`config.mk`:
```
export PLATFORM = sky130hd
export DESIGN_NAME = mux_sel_streamer
export DESIGN_NICKNAME = d
export VERILOG_FILES = /design/src/rtl/ae_pkg.sv /design/src/rtl/mod_n_counter.sv /design/src/rtl/mux_sel_streamer.sv
export SDC_FILE = /design/constraint.sdc
export NUM_CORES = 1
export LEC_CHECK = 0
export CAP_MARGIN = 15
export CORE_MARGIN = 1
export CORE_UTILIZATION = 35
export CTS_CLUSTER_SIZE = 30
export DETAILED_ROUTE_END_ITERATION = 16
export GPL_TIMING_DRIVEN = 0
export PLACE_DENSITY = 0.66
export SYNTH_ARGS = -nofsm -noshare
export SYNTH_HDL_FRONTEND = slang
export SYNTH_SLANG_ARGS = --single-unit
```
`constraint.sdc`:
```
create_clock -name clk -period 1.9 [get_ports clk]
set_input_delay 0.38 -clock clk [delete_from_list [all_inputs] [get_ports clk]]
set_output_delay 0.38 -clock clk [all_outputs]
set_load 0.02 [all_outputs]
```
`src/rtl/ae_pkg.sv`:
```
// Shared constants for the autoencoder feature path: stream geometry and the
// sequencer state encoding.
package ae_pkg;

    localparam int DATA_W   = 16;
    localparam int N_INPUTS = 18;
    localparam int SEL_W    = 5;

    localparam logic [1:0] ST_IDLE  = 2'd0;
    localparam logic [1:0] ST_RUN   = 2'd1;
    localparam logic [1:0] ST_DRAIN = 2'd2;

endpackage

```
`src/rtl/mod_n_counter.sv`:
```
// Modulo-N up-counter with synchronous clear; wrap flags the terminal count N-1.
module mod_n_counter #(
    parameter int N = 18,
    parameter int W = 5
) (
    input  logic         clk,
    input  logic         rst,
    input  logic         clear,
    input  logic         en,
    output logic [W-1:0] count,
    output logic         wrap
);

    assign wrap = (count == W'(N - 1));

    always_ff @(posedge clk or posedge rst) begin
        if (rst) begin
            count <= '0;
        end else if (clear) begin
            count <= '0;
        end else if (en) begin
            count <= wrap ? '0 : count + W'(1);
        end
    end

endmodule

```
`src/rtl/mux_sel_streamer.sv`:
```
// Walks the feature mux select 0..N_INPUTS-1 and streams each registered mux
// value over valid/ready, pulsing done once the last element is accepted.
module mux_sel_streamer #(
    parameter int N_INPUTS = ae_pkg::N_INPUTS,
    parameter int DATA_W   = ae_pkg::DATA_W,
    parameter int SEL_W    = ae_pkg::SEL_W
) (
    input  logic              clk,
    input  logic              rst,
    input  logic              start,
    input  logic              abort,
    output logic [SEL_W-1:0]  sel,
    input  logic [DATA_W-1:0] mux_data,
    output logic [DATA_W-1:0] out_data,
    output logic [SEL_W-1:0]  out_index,
    output logic              out_valid,
    output logic              out_last,
    input  logic              out_ready,
    output logic              busy,
    output logic              done
);

    import ae_pkg::*;

    logic [1:0]       state;
    logic [SEL_W-1:0] idx;
    logic             idx_wrap;
    logic             load;

    // A new element is captured only when the output register is empty or
    // being drained this cycle, so the stream never drops or repeats data.
    assign load = (state == ST_RUN) && (!out_valid || out_ready);
    assign sel  = idx;
    assign busy = (state == ST_RUN) || (state == ST_DRAIN);

    mod_n_counter #(
        .N (N_INPUTS),
        .W (SEL_W)
    ) u_idx (
        .clk   (clk),
        .rst   (rst),
        .clear (abort),
        .en    (load && !abort),
        .count (idx),
        .wrap  (idx_wrap)
    );

    always_ff @(posedge clk or posedge rst) begin
        if (rst) begin
            state     <= ST_IDLE;
            out_data  <= '0;
            out_index <= '0;
            out_valid <= 1'b0;
            out_last  <= 1'b0;
            done      <= 1'b0;
        end else begin
            done <= 1'b0;
            if (abort) begin
                // out_data/out_index deliberately keep their last value
                state     <= ST_IDLE;
                out_valid <= 1'b0;
                out_last  <= 1'b0;
            end else begin
                case (state)
                    ST_IDLE: begin
                        if (start) state <= ST_RUN;
                    end
                    ST_RUN: begin
                        if (load) begin
                            out_data  <= mux_data;
                            out_index <= idx;
                            out_valid <= 1'b1;
                            out_last  <= idx_wrap;
                            if (idx_wrap) state <= ST_DRAIN;
                        end
                    end
                    ST_DRAIN: begin
                        if (out_valid && out_ready) begin
                            out_valid <= 1'b0;
                            out_last  <= 1'b0;
                            done      <= 1'b1;
                            state     <= ST_IDLE;
                        end
                    end
                    default: state <= ST_IDLE;
                endcase
            end
        end
    end

endmodule
```
==> results.json <==
{
  "synth_top_family_by_area": "multiplexers",
  "drive_gt1_share_pct": 21.7,
  "clk_latency_ps": 280,
  "fin_setup_tns_ps": 0,
  "dp_hpwl_um": 2080,
  "antenna_found_initial": 0,
  "dr.first_iter.drc_count": 21,
  "cts_buffers": 5,
  "crit_required_ps": 2060,
  "crit_path_max_fanout": 10,
  "grt_pass1_vias": 1052,
  "area_growth_pct": 51.0,
  "fp-row-count": 22,
  "netlist_instances": 106,
  "ys.flop_type": "dfrtp_1",
  "vias": 1019,
  "initial_core_util_pct": 37.0,
  "worst_r2r_startpoint": "u_idx.count[1]$_DFFE_PP0P_",
  "synth_seq_cells": 31,
  "internal_power_mw": 1.96,
  "switching_share_pct": 33.9,
  "p_seq_share_pct": 34.7,
  "grt_use_total_pct": 15.4,
  "wl_um": 2840,
  "cap_viol_max_count": 0,
  "clock_sinks": 31,
  "crit_arrival_ps": 1930,
  "port-buffer-count": 50,
  "tightest_slew_ps": 502,
  "critPathLaunch": "out_ready",
  "dieWidth_um": 64.7,
  "end_kind": "flip-flop",
  "antenna_left": 0,
  "yosys.area_share.simple_pct": 11.7,
  "fin_skew_ps": 4.29,
  "hold_viol": 0,
  "drt-wirelength-per-cell_um": 13.3,
  "ir_drop_uv": 686,
  "overflow": 0,
  "fin_nets": 192,
  "rrSetupSlack_ps": 160,
  "power.total_mw": 2.96,
  "grt_max_degree": 32,
  "drc_errors": 0,
  "core_area_um2": 3720,
  "synth_xor_area_share_pct": 0.636,
  "comb_power_share_pct": 46.5,
  "synth_fp_nets": 133,
  "min_path_type": "in -> async",
  "cts_buffer_depth": 2,
  "period_share_pct": 92.9,
  "h-tree-depth": 2,
  "root_buffer": "clkbuf_8",
  "status": "finished, final reports clean",
  "critPathLaunchType": "input pin",
  "die_area_um2": 4190,
  "synth-seq-area-share_pct": 56.4,
  "crit_type": "in -> reg",
  "path_clk_slew_ps": 60,
  "reg2regPathDepth": 7,
  "synth_fa_ha_area_share_pct": 5.45,
  "antennaDiodeCount": 0,
  "drtPass1Iterations": 5,
  "period_minus_slack_ps": 1770,
  "clkPwrFrac_pct": 18.8,
  "via_per_inst": 4.76,
  "grt_pass1_wl_um": 4680,
  "synth-edff-count": 0,
  "p_leak_nw": 0.891,
  "slew_headroom_pct": 66.5,
  "synth_compound_area_share_pct": 3.73,
  "cts_tree": "built",
  "clock.fmax_mhz": 567,
  "finalMaxSlewViolations": 0,
  "ioPinCount": 51,
  "muxShareOfSynthArea_pct": 19.4,
  "p_per_area_nw_per_um2": 1430,
  "setup_violations": 0,
  "p_switching_mw": 1.00,
  "ys_warn_count": 0,
  "die_y_um": 64.7,
  "yosys.cell_types.count": 27,
  "avgSynthCellArea_um2": 13.0,
  "synth_area_um2": 1380,
  "place_congestion": 0.677,
  "synthArstFlopShare_pct": 100
}
## state kept, by name (all words and copies together) (netlist names)
signal       cells
u_idx.count      5
out_last         1
out_index        5
out_data        16
out_valid        1
state            2
done             1
## final cells by class
type / instances / area, um^2
Buffer: 3 / 18.8
Clock buffer: 8 / 100
Fill cell: 320 / 1640
Inverter: 5 / 18.8
Multi-Input combinational cell: 67 / 571
Sequential cell: 31 / 776
Tap cell: 48 / 60.1
Timing Repair Buffer: 52 / 534
## per-stage QoR
stage / hold WS, ps / cells / area (um^2) / util, % / setup slack, ps
after floorplan: 484 / 106 / 1380 / - / 227
after global placement: 475 / 204 / 1940 / 52.1 / -249
after detailed placement: 485 / 204 / 1940 / 52.1 / -304
after CTS: 499 / 212 / 2040 / 54.8 / 30.9
after global routing: 449 / 214 / 2080 / 55.9 / -19.8
final: 433 / 214 / 2080 / 55.9 / 135
## what timing repair did
| item | in CTS | in global routing |
|---|---|---|
| setup endpoints to repair | 21 | 22 |
| hold buffers | 0 | 0 |
| resized for setup | 2 | 2 |
| endpoints found under the hold margin | 0 | 0 |
| setup buffers | 0 | 1 |
| pin swaps | 0 | 1 |
## path summary, 6_finish.rpt
kind                                                 end
worst min-delay path             out_data[4]$_DFFE_PP0P_
min in group clk                out_data[10]$_DFFE_PP0P_
worst max register to register      state[1]$_DFFE_PP0P_
max in group asynchronous       out_index[4]$_DFFE_PP0P_
worst min register to register  out_data[10]$_DFFE_PP0P_
worst max-delay path            out_index[2]$_DFFE_PP0P_
## synth_stat cells, types with 2 or more instances
library cell / number / share of area [%]
nand2_1: 6 / 1.6
or3_1: 2 / 0.91
nand3_1: 3 / 1.1
ha_1: 6 / 5.5
a21oi_1: 4 / 1.5
buf_4: 2 / 1.1
mux2i_1: 3 / 2.2
inv_1: 5 / 1.4
mux2_2: 20 / 16
nor2_1: 4 / 1.1
dfrtp_1: 31 / 56
nand2b_1: 5 / 2.3
## cell families (layout without fill, tap and decap cells)
kind of cell	Yosys count	after routing
buffers and inverters	8	68
adder cells (fa/ha/maj)	6	6
XOR/XNOR	1	1
multiplexers	24	24
AO/OA/AOI/OAI	8	8
flip-flops	31	31
AND/OR/NAND/NOR	28	28
## power groups by stage
stage / registers [mW] / logic [mW] / clock network [mW]
floorplan: 1.29 / 0.515 / 0
global placement: 1.03 / 1.34 / 0
detailed placement: 1.04 / 1.37 / 0
CTS: 1.03 / 1.36 / 0.583
global route: 1.07 / 1.48 / 0.618
finish: 1.03 / 1.38 / 0.557
## layer usage
metal	up-vias	wire, um	part of all wire (%)	global-route usage (%)
li1	485	-	-	-
met1	494	1150	41	16.4
met2	32	1490	52	25.5
met3	8	119	4.2	3.87
met4	0	80	2.8	12.8
met5	-	0	0	0
## cell usage in the layout, fill, tap and decap left out, types with 2 or more instances in the layout
cell type and instances:
buf_4 3, clkdlybuf4s50_1 49, mux2_2 20, nand2b_1 5, mux2i_1 3, or3_1 2
nand3_1 3, ha_1 5, clkbuf_8 7, inv_1 5, a21oi_1 4, clkbuf_1 2
dfrtp_1 31, nand2_1 5, nor2_1 3
## worst max-delay path, cell delays in order
cell and delay [ps]:
clkdlybuf4s50_1 490, nand2b_2 190, nand2_2 120, nor2_2 170, buf_4 220, mux2_2 350
(Power assumes the default switching activity.)
